===== config.mk =====
export PLATFORM = sky130hd
export DESIGN_NAME = display_controle
export DESIGN_NICKNAME = d
export VERILOG_FILES = /design/src/rtl/display_controle_pkg.sv /design/src/rtl/debounce_botao.sv /design/src/rtl/display_controle.sv
export SDC_FILE = /design/constraint.sdc
export NUM_CORES = 1
export LEC_CHECK = 0
export CAP_MARGIN = 20
export CORE_UTILIZATION = 45
export DETAILED_ROUTE_END_ITERATION = 16
export HOLD_SLACK_MARGIN = 0.12
export PLACE_DENSITY_LB_ADDON = 0.1
export SYNTH_ARGS = -nofsm -noshare
export SYNTH_HDL_FRONTEND = slang
export SYNTH_SLANG_ARGS = --single-unit

===== constraint.sdc =====
create_clock -name clk -period 3.8 [get_ports clk]
set_input_delay 0.76 -clock clk [delete_from_list [all_inputs] [get_ports clk]]
set_output_delay 0.76 -clock clk [all_outputs]
set_load 0.01 [all_outputs]

===== src/rtl/display_controle_pkg.sv =====
// Shared base-code constants and base-selection FSM encoding.
package display_controle_pkg;

  // Base codes seen by the 7-segment stages; 2'b00 is never legal.
  localparam logic [1:0] BASE_DEC = 2'b11;
  localparam logic [1:0] BASE_HEX = 2'b01;
  localparam logic [1:0] BASE_OCT = 2'b10;

  // State encoding equals the base code so sel is the state register itself.
  typedef enum logic [1:0] {
    StDec = BASE_DEC,
    StHex = BASE_HEX,
    StOct = BASE_OCT
  } base_state_e;

endpackage


===== src/rtl/debounce_botao.sv =====
// Button synchronizer + debouncer; emits a one-cycle pulse per accepted press.
// After reset the debouncer is disarmed: a press is only reported once a
// released level has been seen for DEBOUNCE_CYC cycles, so a button held
// through reset never produces a step.
module debounce_botao #(
  parameter int unsigned DEBOUNCE_CYC = 16
) (
  input  logic clk,
  input  logic rst_n,
  input  logic i_btn,
  output logic o_rise
);

  localparam int unsigned CntW = $clog2(DEBOUNCE_CYC + 1);
  localparam logic [CntW-1:0] CntLast = CntW'(DEBOUNCE_CYC - 1);

  logic            r_sync0;
  logic            r_sync1;
  logic            r_level;
  logic            r_armed;
  logic            r_rise;
  logic [CntW-1:0] r_cnt;

  logic            w_cand;
  logic            w_accept;

  // Two-flop synchronizer for the raw asynchronous button.
  always_ff @(posedge clk or negedge rst_n) begin
    if (!rst_n) begin
      r_sync0 <= 1'b0;
      r_sync1 <= 1'b0;
    end else begin
      r_sync0 <= i_btn;
      r_sync1 <= r_sync0;
    end
  end

  // Count while the input differs from the accepted level, or while disarmed
  // and sitting released (this is what arms the debouncer).
  always_comb begin
    w_cand   = (r_sync1 != r_level) | (~r_armed & ~r_sync1);
    w_accept = w_cand & (r_cnt == CntLast);
  end

  // Debounce counter, accepted level, arm flag and registered rise pulse.
  always_ff @(posedge clk or negedge rst_n) begin
    if (!rst_n) begin
      r_cnt   <= '0;
      r_level <= 1'b0;
      r_armed <= 1'b0;
      r_rise  <= 1'b0;
    end else begin
      r_rise <= 1'b0;
      if (!w_cand) begin
        r_cnt <= '0;
      end else if (w_accept) begin
        r_cnt   <= '0;
        r_level <= r_sync1;
        if (!r_sync1) begin
          r_armed <= 1'b1;
        end else if (r_armed) begin
          r_rise <= 1'b1;
        end
      end else if (r_cnt != CntLast) begin
        // Saturate: never wraps even if the compare were ever missed.
        r_cnt <= r_cnt + CntW'(1);
      end
    end
  end

  assign o_rise = r_rise;

endmodule


===== src/rtl/display_controle.sv =====
// Holds the last ALU result for the display stages and cycles the display
// base (DEC -> HEX -> OCT) on debounced button presses.
module display_controle
  import display_controle_pkg::*;
#(
  parameter int unsigned DEBOUNCE_CYC = 16
) (
  input  logic        clk,
  input  logic        rst_n,
  input  logic        res_valid,
  input  logic [15:0] res_data,
  input  logic [7:0]  res_resto,
  input  logic        res_div,
  input  logic        res_erro,
  input  logic        clr,
  input  logic        btn_base,
  output logic [15:0] Data,
  output logic [7:0]  Resto,
  output logic [1:0]  sel,
  output logic        resto_en,
  output logic        erro,
  output logic        upd
);

  logic [15:0] r_data;
  logic [7:0]  r_resto;
  logic        r_resto_en;
  logic        r_erro;
  logic        r_upd;
  base_state_e r_state;
  base_state_e w_state_next;
  logic        w_rise;

  debounce_botao #(
    .DEBOUNCE_CYC(DEBOUNCE_CYC)
  ) u_debounce (
    .clk   (clk),
    .rst_n (rst_n),
    .i_btn (btn_base),
    .o_rise(w_rise)
  );

  // Result holding registers; clr wins over a simultaneous result.
  always_ff @(posedge clk or negedge rst_n) begin
    if (!rst_n) begin
      r_data     <= '0;
      r_resto    <= '0;
      r_resto_en <= 1'b0;
      r_erro     <= 1'b0;
      r_upd      <= 1'b0;
    end else begin
      r_upd <= clr | res_valid;
      if (clr) begin
        r_data     <= '0;
        r_resto    <= '0;
        r_resto_en <= 1'b0;
        r_erro     <= 1'b0;
      end else if (res_valid) begin
        r_data     <= res_erro ? 16'h0000 : res_data;
        r_resto    <= res_erro ? 8'h00 : res_resto;
        r_resto_en <= res_div & ~res_erro;
        r_erro     <= res_erro;
      end
    end
  end

  // Base FSM state register.
  always_ff @(posedge clk or negedge rst_n) begin
    if (!rst_n) begin
      r_state <= StDec;
    end else begin
      r_state <= w_state_next;
    end
  end

  // Base FSM next state; any illegal encoding falls back to DEC.
  always_comb begin
    w_state_next = StDec;
    unique case (r_state)
      StDec:   w_state_next = w_rise ? StHex : StDec;
      StHex:   w_state_next = w_rise ? StOct : StHex;
      StOct:   w_state_next = w_rise ? StDec : StOct;
      default: w_state_next = StDec;
    endcase
  end

  assign Data     = r_data;
  assign Resto    = r_resto;
  assign resto_en = r_resto_en;
  assign erro     = r_erro;
  assign upd      = r_upd;
  assign sel      = r_state;

endmodule


==> results.txt <==
Fillers: 245
Fin Setup TNS: 0 ns
Seq. cell area: 978 um^2
mapped cell area: 1460 um^2
clock latency on the worst-skew pair: 0.34 ns
PostCTS Resize Cnt: 0
share of layout cells above drive strength 1: 0.245
post-cts hold buffer count: 0
# Post-CTS Setup Buffers: 0
Area growth syn-to-layout: 45.2%
Compound-Gate Fraction of Synth Area: 0.183
FMAX: 0.452 GHz
Seq/Total Area, Yosys: 0.670
antenna violations before repair: 0
fin. max-slew vios: 0
Hold Path Class: flip-flop to flip-flop
WL/cell: 13.6 um
CTS tree: built
area occupied by multi-input gates: 445 um^2
sequential power share: 0.599
Die Span Y: 59.0 um
initial core utilization: 0.474
Top delay family on crit path: flip-flops
final setup vio count: 0
crit path capture type: primary output
status: finished clean
clock root buffer: clkbuf_4
max_cap viols: 0
# rows: 20
via count of the routed design: 1005
CP startpoint kind: flip-flop
Ys Warns: 0
internal power: 0.000577 W
syn_nets: 128
Core Util, Final: 0.689
DRC: 0
Max Fanout on Critical Path: 4
Clock Power Share: 0.256
TritonCTS buffer count: 5
antenna-violating nets left: 0
routed vias/inst: 4.95
Arr. time, crit path: 1.45 ns
post-synthesis register bit count: 39
Die Area: 3480 um^2
dpl hpwl: 1.96 mm
main combinational cell family by area after synthesis: compound AO/OA/AOI/OAI gates
Buf+Inv Stages, Crit Path: 1
multiplexer area fraction after synthesis: 0.0171
first-pass GRT wire length: 4.57 mm
core area: 3080 um^2
simple-gate share of the synthesized area: 0.0788
Synth Area in Adders: 0.00857
Gate power share: 0.145
fin crit share: 0.582
Pleak: 0.957 nW
sw power: 0.000184 W
IO buf count: 59
Die Width: 59.0 um
GRT Overall Usage: 0.183
unrepaired setup endpoints after global routing: no
Cell Chain, Critical Path: clkdlybuf4s50_1
power density cells: 359 nW/um^2
syn avg cell area: 15.2 um^2
cells after synthesis: 96
crit-path max cell delay: 0.58 ns
clk buf depth: 2
VDD IR-drop max: 0.201 mV
crit path kind: flip-flop to primary output
Total Wirelength: 2.76 mm
Netlist cell types: 25
vias in the first global route: 1022
Antenna Cells: 0
nets@finish: 190
CP max-delay cell: dfstp_2
Fin. Hold Viols: 0
Clock Skew: 0.00197 ns
DRT iter0 DRCs: 33
fin crit period: 2.21 ns
RePlAce Congestion: 0.656
clock transition at the registers of the reported paths: 0.11 ns
switch share: 0.241
worst slew pin tran: 1.01 ns
CTS Sinks: 39
Pre-antenna DRT Iters: 5
CP Data Required Time: 3.04 ns
Ports: 60
xor/xnor share of the synthesized area: 0.0180
Max transition margin: 0.327
Congestion Overflow GR: 0
H-tree depth: 2
largest net degree at the start of global routing: 40
==> sequential cells by signal (all words and copies together), names as in the netlist <==
name	cells
u_debounce.r_level	1
upd	1
u_debounce.r_sync0	1
u_debounce.r_sync1	1
sel	2
u_debounce.o_rise	1
Resto	8
u_debounce.r_cnt	5
u_debounce.r_armed	1
Data	16
resto_en	1
erro	1
==> per-stage QoR <==
| step | total power, W | setup slack [ns] | hold WS, ns | cell area [um^2] | cells |
|---|---|---|---|---|---|
| 2_1_floorplan | 0.000505 | 2.39 | 0.331 | 1460 | 96 |
| 3_3_place_gp | 0.000570 | 1.38 | 0.341 | 2070 | 195 |
| 6_report | 0.000761 | 1.59 | 0.360 | 2120 | 203 |
| 3_5_place_dp | 0.000575 | 1.33 | 0.342 | 2070 | 195 |
| 5_1_grt | 0.000800 | 1.52 | 0.376 | 2120 | 203 |
| 4_1_cts | 0.000774 | 1.57 | 0.366 | 2120 | 203 |
==> path summary, 6_finish.rpt <==
kind / start / endpoint / slack, ns / depth (start not counted)
max: sel[1] / sel[1] / 1.59 / 1
max reg2reg: u_debounce.r_cnt[0] / u_debounce.r_level / 2.45 / 4
min: u_debounce.r_sync0 / u_debounce.r_sync1 / 0.36 / 0
min in group asynchronous: rst_n / u_debounce.r_cnt[3] / 0.51 / 1
min reg2reg: u_debounce.r_sync0 / u_debounce.r_sync1 / 0.36 / 0
max in group asynchronous: rst_n / Data[4] / 2.79 / 1
==> power groups by stage <==
stage          registers (W)  clock network [W]  logic (W)
2_1_floorplan       0.000466                  0  0.0000390
3_3_place_gp        0.000462                  0   0.000108
3_5_place_dp        0.000463                  0   0.000112
4_1_cts             0.000456           0.000206   0.000112
5_1_grt             0.000459           0.000219   0.000121
6_report            0.000456           0.000195   0.000110
==> cell type report <==
| type | count | share of cell area |
|---|---|---|
| Multi-Input combinational cell | 52 | 0.210 |
| Clock buffer | 5 | 0.0177 |
| Inverter | 1 | 0.00177 |
| Clock inverter | 3 | 0.00708 |
| Sequential cell | 39 | 0.461 |
| Timing Repair Buffer | 59 | 0.276 |
| Tap cell | 44 | 0.0260 |
==> cells in the mapped netlist <==
| master | number | area (um^2) |
|---|---|---|
| and3b_1 | 1 | 8.76 |
| and2_1 | 1 | 6.26 |
| nor3b_1 | 1 | 7.51 |
| inv_1 | 1 | 3.75 |
| nor2_1 | 4 | 15.0 |
| xor2_1 | 1 | 8.76 |
| nor2_2 | 1 | 6.26 |
| buf_2 | 2 | 10.0 |
| buf_6 | 2 | 22.5 |
| a22o_2 | 24 | 240 |
| nor3b_4 | 1 | 18.8 |
| mux2i_1 | 1 | 10.0 |
| xnor2_1 | 2 | 17.5 |
| or2_4 | 1 | 8.76 |
| o21bai_1 | 1 | 7.51 |
| dfrtp_1 | 37 | 926 |
| a22o_1 | 1 | 8.76 |
| and3_1 | 3 | 18.8 |
| a21oi_1 | 2 | 10.0 |
| ha_1 | 1 | 12.5 |
| mux2_4 | 1 | 15.0 |
| nand2_1 | 2 | 7.51 |
| nand3b_1 | 1 | 7.51 |
| dfstp_2 | 2 | 52.6 |
| nand3_1 | 2 | 10.0 |
==> cells in the final DEF (no fill, tap or decap) <==
| master | synthesis | routed |
|---|---|---|
| and2_1 | 1 | 1 |
| nor3b_4 | 1 | 1 |
| and3_1 | 3 | 3 |
| and3b_1 | 1 | 1 |
| o21bai_1 | 1 | 1 |
| clkbuf_4 | 0 | 5 |
| nand3_1 | 2 | 2 |
| mux2_4 | 1 | 1 |
| dfrtp_1 | 37 | 37 |
| a21oi_1 | 2 | 2 |
| xor2_1 | 1 | 1 |
| dfstp_2 | 2 | 2 |
| clkdlybuf4s50_1 | 0 | 58 |
| or2_4 | 1 | 1 |
| xnor2_1 | 2 | 2 |
| ha_1 | 1 | 1 |
| nand2_1 | 2 | 2 |
| nand3b_1 | 1 | 1 |
| inv_1 | 1 | 1 |
| a22o_1 | 1 | 1 |
| nor2_2 | 1 | 1 |
| mux2i_1 | 1 | 1 |
| clkinv_2 | 0 | 3 |
| nor3b_1 | 1 | 1 |
| nor2_1 | 4 | 4 |
| buf_2 | 2 | 1 |
| a22o_2 | 24 | 24 |
==> metal layers <==
layer / wire length, um / share of wire / GRT usage
met5: 0 / 0 / 0
met1: 1190 / 0.43 / 0.212
met3: 175 / 0.063 / 0.0571
met2: 1350 / 0.49 / 0.302
met4: 49 / 0.018 / 0.102
==> cell families after synthesis <==
| kind of cell | count (synthesis) |
|---|---|
| AOI/OAI and AO/OA | 28 |
| muxes | 2 |
| and+or+nand+nor | 18 |
| xor gates and xnor gates | 3 |
| DFF | 39 |
| adders and majority gates | 1 |
| buffers and inverters | 5 |
Power figures use the tool's default switching activity.
